`src/rtl/lnrv_ifu_flush.sv`:
```
// Flush responder inside the IFU: accepts a flush request, blocks and drains
// in-flight fetches, then presents exactly one redirect PC to the PC generator.
module lnrv_ifu_flush #(
    parameter int OSTD_DEPTH = 2,
    parameter int CNT_W      = $clog2(OSTD_DEPTH + 1)
) (
    input  logic             clk,
    input  logic             reset_n,
    input  logic             pipe_flush_req,
    output logic             pipe_flush_ack,
    input  logic [31:0]      pipe_flush_pc_op1,
    input  logic [31:0]      pipe_flush_pc_op2,
    input  logic             ifu_cmd_hsked,
    input  logic             ifu_rsp_hsked,
    output logic             fetch_hold,
    output logic             rsp_kill,
    output logic             flush_busy,
    output logic             redirect_vld,
    output logic [31:0]      redirect_pc,
    input  logic             redirect_rdy,
    output logic [1:0]       state_dbg,
    output logic [CNT_W-1:0] ostd_cnt_dbg
);

    // Handshakes: a transfer happens on a rising edge where valid (req/vld) and
    // ready (ack/rdy) are both high; the initiator holds valid and payload
    // stable until then, and ready never depends on valid.
    typedef enum logic [1:0] {
        IDLE     = 2'd0,
        DRAIN    = 2'd1,
        REDIRECT = 2'd2
    } state_t;

    state_t           state;
    logic [CNT_W-1:0] ostd_cnt;
    logic [CNT_W-1:0] next_cnt;
    logic [31:0]      target;
    logic             cnt_full;
    logic             cnt_empty;
    logic             flush_hs;

    assign cnt_full  = (ostd_cnt == CNT_W'(OSTD_DEPTH));
    assign cnt_empty = (ostd_cnt == '0);
    assign flush_hs  = pipe_flush_req & (state == IDLE);

    // Saturate rather than wrap if the bus misbehaves.
    always_comb begin
        next_cnt = ostd_cnt;
        if (ifu_cmd_hsked && !ifu_rsp_hsked && !cnt_full)
            next_cnt = ostd_cnt + CNT_W'(1);
        else if (ifu_rsp_hsked && !ifu_cmd_hsked && !cnt_empty)
            next_cnt = ostd_cnt - CNT_W'(1);
    end

    always_ff @(posedge clk or negedge reset_n) begin
        if (!reset_n) begin
            state        <= IDLE;
            ostd_cnt     <= '0;
            target       <= '0;
            redirect_vld <= 1'b0;
        end else begin
            ostd_cnt <= next_cnt;
            case (state)
                IDLE: begin
                    if (flush_hs) begin
                        target <= pipe_flush_pc_op1 + pipe_flush_pc_op2;
                        if (next_cnt == '0) begin
                            state        <= REDIRECT;
                            redirect_vld <= 1'b1;
                        end else begin
                            state <= DRAIN;
                        end
                    end
                end
                DRAIN: begin
                    if (next_cnt == '0) begin
                        state        <= REDIRECT;
                        redirect_vld <= 1'b1;
                    end
                end
                REDIRECT: begin
                    if (redirect_rdy) begin
                        state        <= IDLE;
                        redirect_vld <= 1'b0;
                    end
                end
                default: begin
                    state        <= IDLE;
                    redirect_vld <= 1'b0;
                end
            endcase
        end
    end

    assign pipe_flush_ack = (state == IDLE);
    assign flush_busy     = (state != IDLE);
    assign fetch_hold     = (state != IDLE) | cnt_full;
    // Only DRAIN responses are stale; a handshake-cycle response belongs to the old stream.
    assign rsp_kill       = ifu_rsp_hsked & (state == DRAIN);
    assign redirect_pc    = target;
    assign state_dbg      = state;
    assign ostd_cnt_dbg   = ostd_cnt;

    a_no_cnt_overflow : assert property (@(posedge clk) disable iff (!reset_n)
        !(ifu_cmd_hsked && !ifu_rsp_hsked && cnt_full));
    a_no_cnt_underflow : assert property (@(posedge clk) disable iff (!reset_n)
        !(ifu_rsp_hsked && !ifu_cmd_hsked && cnt_empty));

endmodule

```
`config.mk`:
```
export PLATFORM = sky130hd
export DESIGN_NAME = lnrv_ifu_flush
export DESIGN_NICKNAME = d
export VERILOG_FILES = /design/src/rtl/lnrv_ifu_flush.sv
export SDC_FILE = /design/constraint.sdc
export NUM_CORES = 1
export LEC_CHECK = 0
export CORE_ASPECT_RATIO = 0.5
export CORE_MARGIN = 2
export CORE_UTILIZATION = 47
export CTS_CLUSTER_DIAMETER = 200
export DETAILED_ROUTE_END_ITERATION = 6
export GPL_ROUTABILITY_DRIVEN = 0
export PLACE_DENSITY = 0.82
export SYNTH_ARGS = -nofsm -noshare
export SYNTH_HDL_FRONTEND = slang
export SYNTH_SLANG_ARGS = --single-unit
```
`constraint.sdc`:
```
create_clock -name clk -period 1.9 [get_ports clk]
set_input_delay 0.38 -clock clk [delete_from_list [all_inputs] [get_ports clk]]
set_output_delay 0.38 -clock clk [all_outputs]
set_load 0.01 [all_outputs]
```
==> results of run 1 <==
[timing repair]
action,4_1_cts
gates resized for setup,264
setup buffers,33
pin swaps,76
hold endpoints to repair,0
endpoints found under the setup margin,30
[synth_stat cells (2+ instances only)]
| cell type | instances | area (um2) |
|---|---|---|
| a211o_1 | 2 | 17.5 |
| mux2i_1 | 5 | 50.1 |
| o211ai_1 | 7 | 52.6 |
| o31ai_1 | 6 | 45.0 |
| nor3_1 | 14 | 70.1 |
| or3_1 | 2 | 12.5 |
| ha_1 | 33 | 413 |
| a221oi_1 | 3 | 26.3 |
| nand2b_1 | 2 | 12.5 |
| clkbuf_1 | 14 | 52.6 |
| o21ai_0 | 40 | 200 |
| and2_1 | 4 | 25.0 |
| buf_2 | 5 | 25.0 |
| a21oi_1 | 36 | 180 |
| a31oi_1 | 6 | 37.5 |
| o2111ai_1 | 2 | 17.5 |
| a22oi_1 | 2 | 15.0 |
| xor2_1 | 7 | 61.3 |
| inv_1 | 9 | 33.8 |
| and4_1 | 2 | 17.5 |
| nand4_1 | 12 | 75.1 |
| nor2_1 | 38 | 143 |
| o2111a_1 | 2 | 22.5 |
| nor4_1 | 4 | 25.0 |
| a21o_1 | 10 | 75.1 |
| and3_1 | 5 | 31.3 |
| o21bai_1 | 2 | 15.0 |
| nand3_1 | 18 | 90.1 |
| nand2_1 | 64 | 240 |
| dfrtp_1 | 37 | 926 |
| xnor2_1 | 11 | 96.3 |
| nor2b_1 | 2 | 12.5 |
| o21a_1 | 8 | 60.1 |
[cell families after synthesis]
logic type | share of synthesized area [%]
buf+inv | 3.28
xor+xnor | 4.65
flops | 27.3
mux | 1.47
simple gates | 23.3
compound gates | 27.3
fa+ha+maj | 12.8
[per-stage QoR]
stage	hold slack (ns)	area [um2]	util [%]	worst slack (ns)	instances
after floorplan	0.0844	3620	-	-0.304	433
after global placement	0.458	5480	80.2	-0.844	715
after detailed placement	0.465	5480	80.2	-0.954	715
after CTS	0.172	6360	93.1	-0.149	756
[metal layers]
layer,GRT usage [%],GRT overflow
met1,74.8,1
met2,90.8,17
met3,59.3,0
met4,74.4,28
met5,7.64,0
==> qor.yml, run 1 <==
initial_utilization_pct: 49.7
clockBufferDepth: 2
timing.worst_endpoint.kind: "register input"
place.port_buffers: 110
stop_stage: "5_1_grt"
clock_sinks: 37
worstEndpointGrtRepair: "redirect_pc[16]$_DFFE_PN0P_/D"
dp_hpwl_mm: 9.50
cts_htree_levels: 2
synth-seq-cells: 37
pin_count: 111
synth_enable_flop_cells: 0
grt-ovfl-total: 46
run_status: "did not finish"
yosys_most_used_dff: "dfrtp_1"
grt.total_usage_pct: 74.1
post_cts_hold_buffer_count: 0
synth_cell_types: 52
die_h_um: 64.1
syn-mean-instance-area_um2: 7.84
synthCells: 433
ctsRootBufferMaster: "clkbuf_16"
netlist_area_um2: 3390
synth-seq-area-share_pct: 27.3
grt_start_max_net_pins: 38
toolErrorMsg: "[ERROR GRT-0232] Routing congestion too high. Check the congestion heatmap in the GUI."
tritoncts.num_buffers: 5
ys.warnings.count: 0
std_cell_rows: 21
die_w_um: 124
synthArstFlopShare_pct: 100
syn_nets: 537
==> run 2, diff against run 1 <==
- CORE_ASPECT_RATIO: 0.5 -> unset
- CORE_UTILIZATION: 47 -> 40
- CTS_CLUSTER_DIAMETER: 200 -> unset
- PLACE_DENSITY: 0.82 -> unset
- PLACE_DENSITY_LB_ADDON: unset -> 0.15
==> qor.yml, run 2 <==
most_frequent_standard_cell_in_the_layout_excluding_fill_and_tap_cells: "buf_4"
critical-path-top-delay-family: "compound AO/OA/AOI/OAI gates"
tightest_slew_ns: 0.535
timing.critical_path.cells: "buf_6 > ha_4 > fa_2 > a21o_1 > a221oi_4 > or3b_4 > buf_6 > buf_6 > a21oi_2 > buf_4 > nor3_4 > o31ai_2"
sort_of_element_at_the_start_of_the_critical_path: "input pin"
cp_data_required_time_ns: 2.09
timing.final.crit_share_pct: 113
place.detailed.instances: 733  # +2.5%
sw_frac_of_total_pct: 39.3
run_status: "finished, violations left"
routed-via-count: 4648
clock_insertion_delay_worst_skew_ns: 0.30
drc: 0
syn-mean-instance-area_um2: 7.84  # unchanged
highest_layer: "met4"
antenna_found_initial: 0
rsz0062_at_grt: "true"
power.share.sequential_pct: 24.6
p_clk_share_pct: 12.9
slew_headroom_pct: 64.3
synth-seq-area-share_pct: 27.3  # unchanged
initial_utilization_pct: 41.3  # -8.4 points
tritoncts.num_buffers: 5  # unchanged
p_switching_uw: 2290
powerDensity_nw_per_um2: 896
synthTopCellsByArea: "dfrtp_1 27%, ha_1 12%, nand2_1 7.1%"
layout.nets: 786
clock_tree_from_tritoncts: "done"
std_cell_rows: 33  # +57%
yosys.cell_count.top_type: "nand2_1"
synth_cell_types: 52  # unchanged
proportion_of_netlist_area_held_by_the_largest_area_contributor_pct: 27.3  # unchanged
yosys_most_used_dff: "dfrtp_1"
fp.coreArea_um2: 8220
synth_enable_flop_cells: 0  # unchanged
met3WireLength_mm: 1.16
syn_nets: 537  # unchanged
worst_ir_drop_vdd_v: 0.000444
synthArstFlopShare_pct: 100  # unchanged
flow.area_growth_from_synthesis_pct: 91.7
place_worst_setup_slack_ns: -0.887  # +0.0667 ns
clock_sinks: 37  # unchanged
drive_above_1_share_pct: 44.2
comb_power_share_pct: 62.5
grt-ovfl-total: 0
die_w_um: 96.1  # -23%
synth-seq-cells: 37  # unchanged
grt_start_max_net_pins: 38
path_class: "in -> reg"
totalWireLength_mm: 14.1
first_iter_violations: 471
worst_hold_path_type: "in -> async"
intPower_uw: 3540
final.setup_skew_ns: 0.00788
final_cell_mix: "137 x buf_4, 52 x nand2_1, 49 x clkdlybuf4s50_1"
maxCapViolCount: 0
static-leakage-power_uw: 0.00287
cts_htree_levels: 2  # unchanged
cp.buffers_inverters: 4
timing.final.max_slew_violations: 0
largest_reg_flops: 32
route.met2.wl_mm: 6.92
drt_pre_antenna_iters: 5
clockBufferDepth: 2  # unchanged
netlist_area_um2: 3390  # unchanged
cp_arrival_ns: 2.34
grt.total_usage_pct: 28.3
setup_slack_ns: -0.253
setup.worst_path.end_class: "register"
max_clock_freq_ghz: 0.464
clkTransAtPathRegs_ns: 0.09
ctsRootBufferMaster: "clkbuf_8"
fin_cells: 788
yosys.area.top_type: "dfrtp_1"
critPathSlowestCell: "fa_2"
crit_path_max_incr_delay_ns: 0.36
detail_route.vias_per_cell: 5.90
worst-path-max-fanout: 2
route.detailed.wl_per_inst_um: 17.9
wl_met1_mm: 5.63
area_of_the_die_um2: 9240
grt_first_pass_wirelength_mm: 20.7
grt_pass1_vias: 4511
crit_path_frequent_cell: "buf_6"
dp_hpwl_mm: 8.99  # -5.3%
ys.warnings.count: 0  # unchanged
pin_count: 111  # unchanged
commonest_cells_post_synth: "64 x nand2_1, 40 x o21ai_0, 38 x nor2_1"
die_h_um: 96.1  # +50%
place.port_buffers: 110  # unchanged
violations: "negative setup slack"
finalHoldViolations: 0
setup_viol_count_final: 19
synthCells: 433  # unchanged
ant_nets: 0
insertedDiodeCount: 0
period_minus_slack_ns: 2.15
## run 2: cell counts after synthesis
Identical to the previous run, type by type.
## run 2: cell type report
class / instances / area (um2)
multi-input combinational: 368 / 3150
timing repair buffer: 261 / 2140
fill: 484 / 1710
sequential: 37 / 928
tap: 105 / 131
clock buffer: 6 / 82.6
clock inverter: 2 / 37.5
inverter: 9 / 33.8
## run 2: cell families after synthesis
group	synth area share (%)
xor gates and xnor gates	4.65
and+or+nand+nor	23.3
adders and majority gates	12.8
AOI/OAI and AO/OA	27.3
buffers and inverters	3.28
muxes	1.47
DFF	27.3
## run 2: metrics by stage
stage	hold slack [ns]	instance area, um2	util, %	TNS [ns]	power (uW)
2_1_floorplan	0.0844	3620	-	-1.65	2890
3_3_place_gp	0.459	5520	67.2	-17.72	4490
3_5_place_dp	0.463	5520	67.2	-19.05	4580
4_1_cts	0.160	6230	75.8	-1.76	5580
5_1_grt	0.170	6510	79.2	-3.79	6170
6_report	0.119	6510	79.2	-2.27	5830
## run 2: worst paths after layout
kind | startpoint | cells after the start | end | slack [ns]
min in group clk | pipe_flush_pc_op1[0] | 4 | redirect_pc[0] | 0.38
max | pipe_flush_pc_op2[0] | 12 | redirect_pc[18] | -0.25
min | reset_n | 2 | redirect_pc[14] | 0.12
min reg2reg | redirect_pc[0] | 2 | redirect_pc[0] | 0.48
max reg2reg | ostd_cnt_dbg[1] | 8 | state_dbg[1] | 0.15
max in group asynchronous | reset_n | 2 | state_dbg[0] | 1.36
## run 2: power by group through the flow
stage | registers [uW] | logic (uW) | clock network (uW)
2_1_floorplan | 1580 | 1310 | 0
3_3_place_gp | 1430 | 3060 | 0
3_5_place_dp | 1440 | 3140 | 0
4_1_cts | 1430 | 3410 | 743
5_1_grt | 1470 | 3920 | 779
6_report | 1440 | 3640 | 752
## run 2: metal layers
metal | track usage [%] | vias to the layer above
met2 | 50.1 | 292
met1 | 35.3 | 2192
met4 | 9.88 | 0
met3 | 3.60 | 61
li1 | - | 2103
met5 | 0 | -
## run 2: timing repair
action | 4_1_cts | 5_1_grt
setup buffers | 31 | 18
pin swaps | 80 | 44
gates resized for setup | 239 | 69
endpoints found under the setup margin | 31 | 27
hold buffers | 0 | 0
gates cloned | 0 | 0
No activity file was read; power rests on OpenSTA's default activity.
==> run 3, diff against run 2 <==
- CORE_UTILIZATION: 40 -> 47
==> qor.yml, run 3 <==
synth-seq-area-share_pct: 27.3  # unchanged
die_w_um: 89.0  # -7.4%
stop_stage: "5_1_grt"
netlist_area_um2: 3390  # unchanged
clock_sinks: 37  # unchanged
synth_cell_types: 52  # unchanged
worstEndpointGrtRepair: "redirect_pc[30]$_DFFE_PN0P_/D"
cts_htree_levels: 2  # unchanged
place.port_buffers: 110  # unchanged
toolErrorMsg: "[ERROR GRT-0232] Routing congestion too high. Check the congestion heatmap in the GUI."
timing.worst_endpoint.kind: "register input"
commonest_cells_post_synth: "64 x nand2_1, 40 x o21ai_0, 38 x nor2_1"
grt-ovfl-total: 265
synth-seq-cells: 37  # unchanged
place.detailed.instances: 722  # -1.5%
tritoncts.num_buffers: 5  # unchanged
clockBufferDepth: 2  # unchanged
dp_hpwl_mm: 9.39  # +4.4%
synthArstFlopShare_pct: 100  # unchanged
ctsRootBufferMaster: "clkbuf_8"
run_status: "did not finish"
synthTopCellsByArea: "dfrtp_1 27%, ha_1 12%, nand2_1 7.1%"
grt_start_max_net_pins: 22
ys.warnings.count: 0  # unchanged
grt.total_usage_pct: 85.1
std_cell_rows: 30  # -9.1%
die_h_um: 89.0  # -7.4%
syn-mean-instance-area_um2: 7.84  # unchanged
pin_count: 111  # unchanged
post_cts_hold_buffer_count: 0  # unchanged
synthCells: 433  # unchanged
initial_utilization_pct: 49.1  # +7.8 points
syn_nets: 537  # unchanged
yosys_most_used_dff: "dfrtp_1"
yosys.cell_count.top_type: "nand2_1"
place_area_um2: 5520  # about the same
synth_enable_flop_cells: 0  # unchanged
yosys.area.top_type: "dfrtp_1"
proportion_of_netlist_area_held_by_the_largest_area_contributor_pct: 27.3  # unchanged
run 3: cell counts after synthesis:
No cell type changed its count.
run 3: what timing repair did:
action / 4_1_cts
buffers inserted: 29
resized for setup: 236
pin swaps: 82
setup endpoints to repair: 31
run 3: cell families after synthesis:
family / synth area share (%)
AO/OA/AOI/OAI: 27.3
adder cells (fa/ha/maj): 12.8
XOR/XNOR: 4.65
multiplexers: 1.47
buffers and inverters: 3.28
flip-flops: 27.3
AND/OR/NAND/NOR: 23.3
run 3: through the flow:
| stage | setup WS [ns] | utilization [%] |
|---|---|---|
| 2_1_floorplan | -0.304 | - |
| 3_3_place_gp | -0.844 | 79.9 |
| 3_5_place_dp | -0.899 | 79.9 |
| 4_1_cts | -0.231 | 89.7 |
run 3: layer usage:
metal  GRT usage [%]  GRT overflow
met3            61.8             2
met5            16.2             0
met1            79.9             1
met2             108           169
met4             101            93
